<file path="src/rtl/fifo_rd_packer_pkg.sv">
// Shared types and default sizes for the async-FIFO read-side packer.
package fifo_pkg;

  localparam int DEF_DATA_LINES     = 8;
  localparam int DEF_PACK_RATIO     = 4;
  localparam int DEF_TIMEOUT_CYCLES = 64;

  typedef logic [DEF_DATA_LINES-1:0]  lane_t;
  typedef lane_t [DEF_PACK_RATIO-1:0] pack_word_t;
  typedef logic [DEF_PACK_RATIO-1:0]  keep_t;

endpackage

</file>
<file path="src/rtl/fifo_rd_packer_if.sv">
// Valid/ready word stream carrying packed lanes plus a lane-valid mask.
interface fifo_rd_packer_if
  import fifo_pkg::*;
#(
  parameter int DATA_LINES = DEF_DATA_LINES,
  parameter int PACK_RATIO = DEF_PACK_RATIO
);

  logic [DATA_LINES*PACK_RATIO-1:0] m_data;
  logic [PACK_RATIO-1:0]            m_keep;
  logic                             m_valid;
  logic                             m_ready;

  modport master (output m_data, output m_keep, output m_valid, input  m_ready);
  modport slave  (input  m_data, input  m_keep, input  m_valid, output m_ready);

endinterface

</file>
<file path="src/rtl/fifo_rd_packer_idle_timer.sv">
// Idle counter for the packer: requests a flush after TIMEOUT_CYCLES idle cycles.
module pack_idle_timer
  import fifo_pkg::*;
#(
  parameter int TIMEOUT_CYCLES = DEF_TIMEOUT_CYCLES
) (
  input  logic clk,
  input  logic rst,
  input  logic idle,
  input  logic clear,
  output logic flush_req
);

  localparam int             TW    = $clog2(TIMEOUT_CYCLES + 1);
  localparam logic [TW-1:0]  LIMIT = TW'(TIMEOUT_CYCLES);

  logic [TW-1:0] cnt_q, cnt_d;

  // The count saturates at LIMIT so the request stays up until the flush lands.
  always_comb begin
    cnt_d = cnt_q;
    if (clear)                        cnt_d = '0;
    else if (idle && cnt_q != LIMIT)  cnt_d = cnt_q + TW'(1);
  end

  always_ff @(posedge clk) begin
    if (rst) cnt_q <= '0;
    else     cnt_q <= cnt_d;
  end

  assign flush_req = (cnt_q == LIMIT);

endmodule

</file>
<file path="src/rtl/fifo_rd_packer.sv">
// Packs PACK_RATIO bytes popped from the async FIFO read port into one wide word.
// Define PACK_TIMEOUT_EN to flush partial words after TIMEOUT_CYCLES idle cycles.
module fifo_rd_packer
  import fifo_pkg::*;
#(
  parameter int DATA_LINES     = DEF_DATA_LINES,
  parameter int PACK_RATIO     = DEF_PACK_RATIO,
  parameter int TIMEOUT_CYCLES = DEF_TIMEOUT_CYCLES
) (
  input  logic                  rclk,
  input  logic                  rrst,
  input  logic                  rempty,
  input  logic [DATA_LINES-1:0] rdata,
  output logic                  rinc,
  fifo_rd_packer_if.master      m_if
);

  localparam int            CW   = $clog2(PACK_RATIO + 1);
  localparam int            IW   = $clog2(PACK_RATIO);
  localparam logic [CW-1:0] FULL = CW'(PACK_RATIO);

  logic [PACK_RATIO-1:0][DATA_LINES-1:0] acc_q, acc_d;
  logic [CW-1:0]                         acc_count_q, acc_count_d, base_count;
  logic                                  rd_pend_q, rd_pend_d;
  logic [DATA_LINES*PACK_RATIO-1:0]      m_data_q, m_data_d;
  logic [PACK_RATIO-1:0]                 m_keep_q, m_keep_d, keep_now;
  logic                                  m_valid_q, m_valid_d;
  logic                                  out_free, move, flush_req;

  assign out_free = !m_valid_q || m_if.m_ready;
  assign move     = out_free && ((acc_count_q == FULL) || flush_req);

`ifdef PACK_TIMEOUT_EN
  logic idle, flush_move;
  assign idle       = (acc_count_q != '0) && (acc_count_q != FULL) && !rd_pend_q && !rinc;
  assign flush_move = flush_req && out_free;

  pack_idle_timer #(.TIMEOUT_CYCLES(TIMEOUT_CYCLES)) u_idle_timer (
    .clk       (rclk),
    .rst       (rrst),
    .idle      (idle),
    .clear     (rinc || rd_pend_q || flush_move),
    .flush_req (flush_req)
  );
`else
  assign flush_req = 1'b0;
`endif

  // Pop only if the landing byte is guaranteed a free lane after this cycle's move.
  always_comb begin
    base_count = move ? '0 : acc_count_q;
    rinc       = !rrst && !rempty && !flush_req &&
                 ((32'(base_count) + 32'(rd_pend_q)) < 32'(PACK_RATIO));
    for (int i = 0; i < PACK_RATIO; i++) keep_now[i] = (acc_count_q > CW'(i));
  end

  // NOTE: every always_comb output gets a default first so no path infers a latch.
  always_comb begin
    acc_d       = acc_q;
    acc_count_d = base_count;
    rd_pend_d   = rinc;
    m_data_d    = m_data_q;
    m_keep_d    = m_keep_q;
    m_valid_d   = m_valid_q;

    if (move) begin
      m_valid_d = 1'b1;
      m_keep_d  = keep_now;
      for (int i = 0; i < PACK_RATIO; i++)
        m_data_d[i*DATA_LINES +: DATA_LINES] = keep_now[i] ? acc_q[i] : '0;
    end else if (m_valid_q && m_if.m_ready) begin
      m_valid_d = 1'b0;
    end

    if (rd_pend_q) begin
      acc_d[IW'(base_count)] = rdata;
      acc_count_d            = base_count + CW'(1);
    end
  end

  // NOTE: state registers use non-blocking assignments so every flop samples pre-edge values.
  always_ff @(posedge rclk) begin
    if (rrst) begin
      acc_count_q <= '0;
      rd_pend_q   <= 1'b0;
      m_data_q    <= '0;
      m_keep_q    <= '0;
      m_valid_q   <= 1'b0;
    end else begin
      acc_count_q <= acc_count_d;
      rd_pend_q   <= rd_pend_d;
      m_data_q    <= m_data_d;
      m_keep_q    <= m_keep_d;
      m_valid_q   <= m_valid_d;
    end
  end

  // NOTE: lane storage is not reset; acc_count gates every read of it, so stale bytes never escape.
  always_ff @(posedge rclk) begin
    acc_q <= acc_d;
  end

  assign m_if.m_data  = m_data_q;
  assign m_if.m_keep  = m_keep_q;
  assign m_if.m_valid = m_valid_q;

endmodule
</file>
<file path="src/flat_wrapper.sv">
// flat-port wrapper written by rule: the top's interface ports become plain ports
module fifo_rd_packer_flat import fifo_pkg::*;
#(
  parameter int DATA_LINES     = DEF_DATA_LINES,
  parameter int PACK_RATIO     = DEF_PACK_RATIO,
  parameter int TIMEOUT_CYCLES = DEF_TIMEOUT_CYCLES
)
  (rclk, rrst, rempty, rdata, rinc, m_if_m_data, m_if_m_keep, m_if_m_valid, m_if_m_ready);
  fifo_rd_packer_if #(.DATA_LINES(DATA_LINES), .PACK_RATIO(PACK_RATIO)) m_if_i ();
  input  logic rclk;
  input  logic rrst;
  input  logic rempty;
  input  logic [DATA_LINES-1:0] rdata;
  output logic rinc;
  output wire logic [$bits(m_if_i.m_data)-1:0] m_if_m_data;
  output wire logic [$bits(m_if_i.m_keep)-1:0] m_if_m_keep;
  output wire logic [$bits(m_if_i.m_valid)-1:0] m_if_m_valid;
  input wire logic [$bits(m_if_i.m_ready)-1:0] m_if_m_ready;
  assign m_if_m_data = m_if_i.m_data;
  assign m_if_m_keep = m_if_i.m_keep;
  assign m_if_m_valid = m_if_i.m_valid;
  assign m_if_i.m_ready = m_if_m_ready;
  fifo_rd_packer #(.DATA_LINES(DATA_LINES), .PACK_RATIO(PACK_RATIO), .TIMEOUT_CYCLES(TIMEOUT_CYCLES)) u_core (.rclk(rclk), .rrst(rrst), .rempty(rempty), .rdata(rdata), .rinc(rinc), .m_if(m_if_i));
endmodule
</file>
<file path="config.mk">
export PLATFORM = sky130hd
export DESIGN_NAME = fifo_rd_packer_flat
export DESIGN_NICKNAME = d
export VERILOG_FILES = /design/src/rtl/fifo_rd_packer_pkg.sv /design/src/rtl/fifo_rd_packer_if.sv /design/src/rtl/fifo_rd_packer_idle_timer.sv /design/src/rtl/fifo_rd_packer.sv /design/src/flat_wrapper.sv
export SDC_FILE = /design/constraint.sdc
export NUM_CORES = 1
export LEC_CHECK = 0
export CELL_PAD_IN_SITES_DETAIL_PLACEMENT = 1
export CELL_PAD_IN_SITES_GLOBAL_PLACEMENT = 2
export CORE_MARGIN = 1
export CORE_UTILIZATION = 43
export CTS_CLUSTER_SIZE = 28
export DETAILED_ROUTE_END_ITERATION = 12
export DONT_BUFFER_PORTS = 1
export GPL_TIMING_DRIVEN = 0
export PLACE_DENSITY_LB_ADDON = 0.1
export SLEW_MARGIN = 5
export SYNTH_ARGS = -nofsm -noshare
export SYNTH_HDL_FRONTEND = slang
export SYNTH_SLANG_ARGS = --single-unit
</file>
<file path="constraint.sdc">
create_clock -name rclk -period 2.3 [get_ports rclk]
set_clock_uncertainty 0.15 [all_clocks]
set_input_delay 0.345 -clock rclk [delete_from_list [all_inputs] [get_ports rclk]]
set_output_delay 0.345 -clock rclk [all_outputs]
set_load 0.01 [all_outputs]
</file>
==> metrics.yaml <==
outcome:
  status: "complete, no violations"
clock_tree:
  cts_root_buf: "clkbuf_8"
  clock_latency_ps: 330
  cts_made_buffers: 9
  clk_pin_slew_ps: 70
  htree_num_levels: 3
  cts.path.max_buffers: 2
  cts_setup_buffers: 0
  clock_sinks: 73
  tritoncts: "yes"
worst_setup_path:
  cp.required_ps: 1800
  path_max_fanout: 10
  crit_type: "reg2out"
  cp-endpoint: "rinc"
  end_kind: "output port"
  timing.critical_path.from: "u_core.acc_count_q[1]"
  reg2reg_depth: 6
  crit_arrival_ps: 1640
  reg2reg_setup_slack_ps: 410
  reg2reg_to: "u_core.m_if.m_data[4]"
  slowest_stage: "dfxtp_1"
  critPathLaunchType: "register"
  slowest_delay_ps: 390
  r2r-start: "u_core.acc_count_q[1]"
  crit_chain: "inv_1 > ha_1 > and2_4 > buf_6 > a21oi_1 > nor3_2"
hold_path:
  hp-class: "in2reg"
power:
  ir_drop_mv: 0.476
  powerDensity_nw_per_um2: 813
  leakage_nw: 0.987
finish:
  fin_nets: 261
  fillers: 610
  final_util_pct: 52.6
  drive_gt1_share_pct: 11.6
  area_delta_synth_final_pct: 14.7
placement:
  globalplace.congestion: 0.724
  pre_cts_ws_ps: 450
  hpwl_um: 4210
  io_buffers: 0
floorplanning:
  rows: 27
  initial_core_util_pct: 45.8
  die_x_um: 79.8
  die_h_um: 79.8
  coreArea_um2: 5680
  io_pins: 50
  dieArea_um2: 6360
timing:
  rsz0062_at_grt: "no"
  relSlewSlack_pct: 65.3
  fin_setup_tns_ps: 0
  fin_ws_ps: 161
  period_share_pct: 93.0
  fmax_ghz: 0.467
  fin_crit_ps: 2140
  slew_viol_final: 0
  tightest_slew_ps: 521
  setup_viol: 0
  hold_viol_final: 0
detailed_routing:
  vias: 1771
  finalWirelength_um: 6210
  vias_per_cell: 5.50
  drt_iter0_markers: 124
  post_drt_wl_per_cell_um: 19.3
  dr.pass1.iters: 4
  drc: 0
  antenna_left: 0
logic_synthesis:
  avgSynthCellArea_um2: 11.6
  syn_inst: 224
  synth_warnings: 0
  synth_top_cell_area_share_pct: 36.9
  yosysSeqAreaShare_pct: 68.5
  yosys-top-cells-area: "edfxtp_1 (37%), dfxtp_1 (32%), a21oi_1 (7.5%), o21ai_0 (6.3%), nand3_1 (6.2%)"
  syn_nets: 241
  yosysTopAreaCell: "edfxtp_1"
  syn_area_um2: 2600
  ys_types: 23
  synth_seq_cells: 73
global_route:
  grt_use_total_pct: 21.3
  grt_pass1_wl_um: 9700
  grt_overflow: 0
  first_global_vias: 1827
  antenna_found_initial: 0
  grt_max_degree: 13
job:
  maxCapViolations: 0
==> layer usage <==
| layer | GRT usage, % | wire [µm] | vias up | part of all wire [%] |
|---|---|---|---|---|
| met5 | 0 | 0 | - | 0 |
| met4 | 5.36 | 74 | 0 | 1.2 |
| met3 | 5.60 | 253 | 9 | 4.1 |
| met2 | 37.0 | 3230 | 36 | 52 |
| met1 | 26.4 | 2650 | 879 | 43 |
| li1 | - | - | 847 | - |
==> area by class of cell <==
class                           count  area, µm²  share of cell area (%)
Clock inverter                      6       56.3                    1.89
Tap cell                           72       90.1                    3.02
Clock buffer                       10        138                    4.61
Multi-Input combinational cell    130        713                    23.9
Buffer                             19        104                    3.48
Inverter                            2       7.51                   0.252
Timing Repair Buffer                9       90.1                    3.02
Antenna cell                        1       2.50                  0.0839
Sequential cell                    73       1780                    59.7
==> worst min path at each step <==
stage	endpoint	from	cells past startpoint	slack, ps
floorplan	u_core.rd_pend_q	rempty	1	270
global placement	u_core.rd_pend_q	rempty	1	280
detailed placement	u_core.rd_pend_q	rempty	1	280
CTS	u_core.acc_count_q[0]	rrst	2	190
global route	u_core.acc_count_q[0]	rrst	2	270
finish	u_core.acc_count_q[0]	rrst	2	200
==> cells by family (layout without fill, tap and decap cells) <==
family	Yosys count	count (layout)	share of synthesized area, %
buf+inv	21	46	4.28
simple gates	50	50	9.86
fa+ha+maj	5	5	2.41
mux	1	1	0.433
compound gates	74	74	14.5
other cells	0	1	0
flops	73	73	68.5
==> Yosys cell counts, drive strengths merged <==
master  instances
a211o           1
a21oi          40
and2            5
and2b           1
buf             6
clkbuf         13
dfxtp          41
edfxtp         32
ha              5
inv             2
mux2            1
nand2           2
nand2b          1
nand3          32
nor2            5
nor2b           2
nor3            2
o21ai          33
==> power by group <==
part	total [mW]	switching [mW]	internal [mW]
sequential	1.38	0.00861	1.37
combinational	0.0636	0.0417	0.0219
clock	0.984	0.461	0.524
==> stage by stage <==
step | hold WS, ps | power (mW) | std cells | cell area [µm²]
after detailed placement | 278 | 1.45 | 296 | 2690
after floorplan | 274 | 1.43 | 224 | 2600
after global placement | 276 | 1.44 | 296 | 2690
final | 204 | 2.42 | 322 | 2980
after global routing | 272 | 2.52 | 321 | 2980
after CTS | 190 | 2.45 | 321 | 2980
==> critical path, delay by kind of cell (launching register included) <==
family | cells | cell delay (ps)
AO/OA/AOI/OAI | 1 | 220
adder cells (fa/ha/maj) | 1 | 220
buffers and inverters | 2 | 240
flip-flops | 1 | 390
AND/OR/NAND/NOR | 2 | 240
==> registers in the layout, summed over array words and instances (netlist names) <==
name,count
u_core.acc_q,32
u_core.rd_pend_q,1
u_core.m_if.m_keep,4
u_core.acc_count_q,3
u_core.m_if.m_valid,1
u_core.m_if.m_data,32
==> cells in the final DEF, fill, tap and decap left out, types with 2 or more instances in the layout <==
| master | n |
|---|---|
| edfxtp_1 | 32 |
| nor2b_1 | 2 |
| buf_2 | 2 |
| nand2_1 | 2 |
| clkbuf_1 | 10 |
| nand3_1 | 32 |
| dlygate4sd3_1 | 9 |
| and2_1 | 4 |
| ha_1 | 5 |
| a21oi_1 | 39 |
| buf_6 | 3 |
| clkbuf_2 | 3 |
| dfxtp_1 | 41 |
| inv_1 | 2 |
| nor2_1 | 5 |
| clkinv_2 | 4 |
| o21ai_0 | 33 |
| clkbuf_8 | 10 |
==> repair_timing <==
action	CTS	global route
hold endpoints to repair	33	0
endpoints found under the setup margin	0	1
gates resized for setup	0	1
hold buffers	9	0
Note: power is estimated with default switching activity, not from simulation.
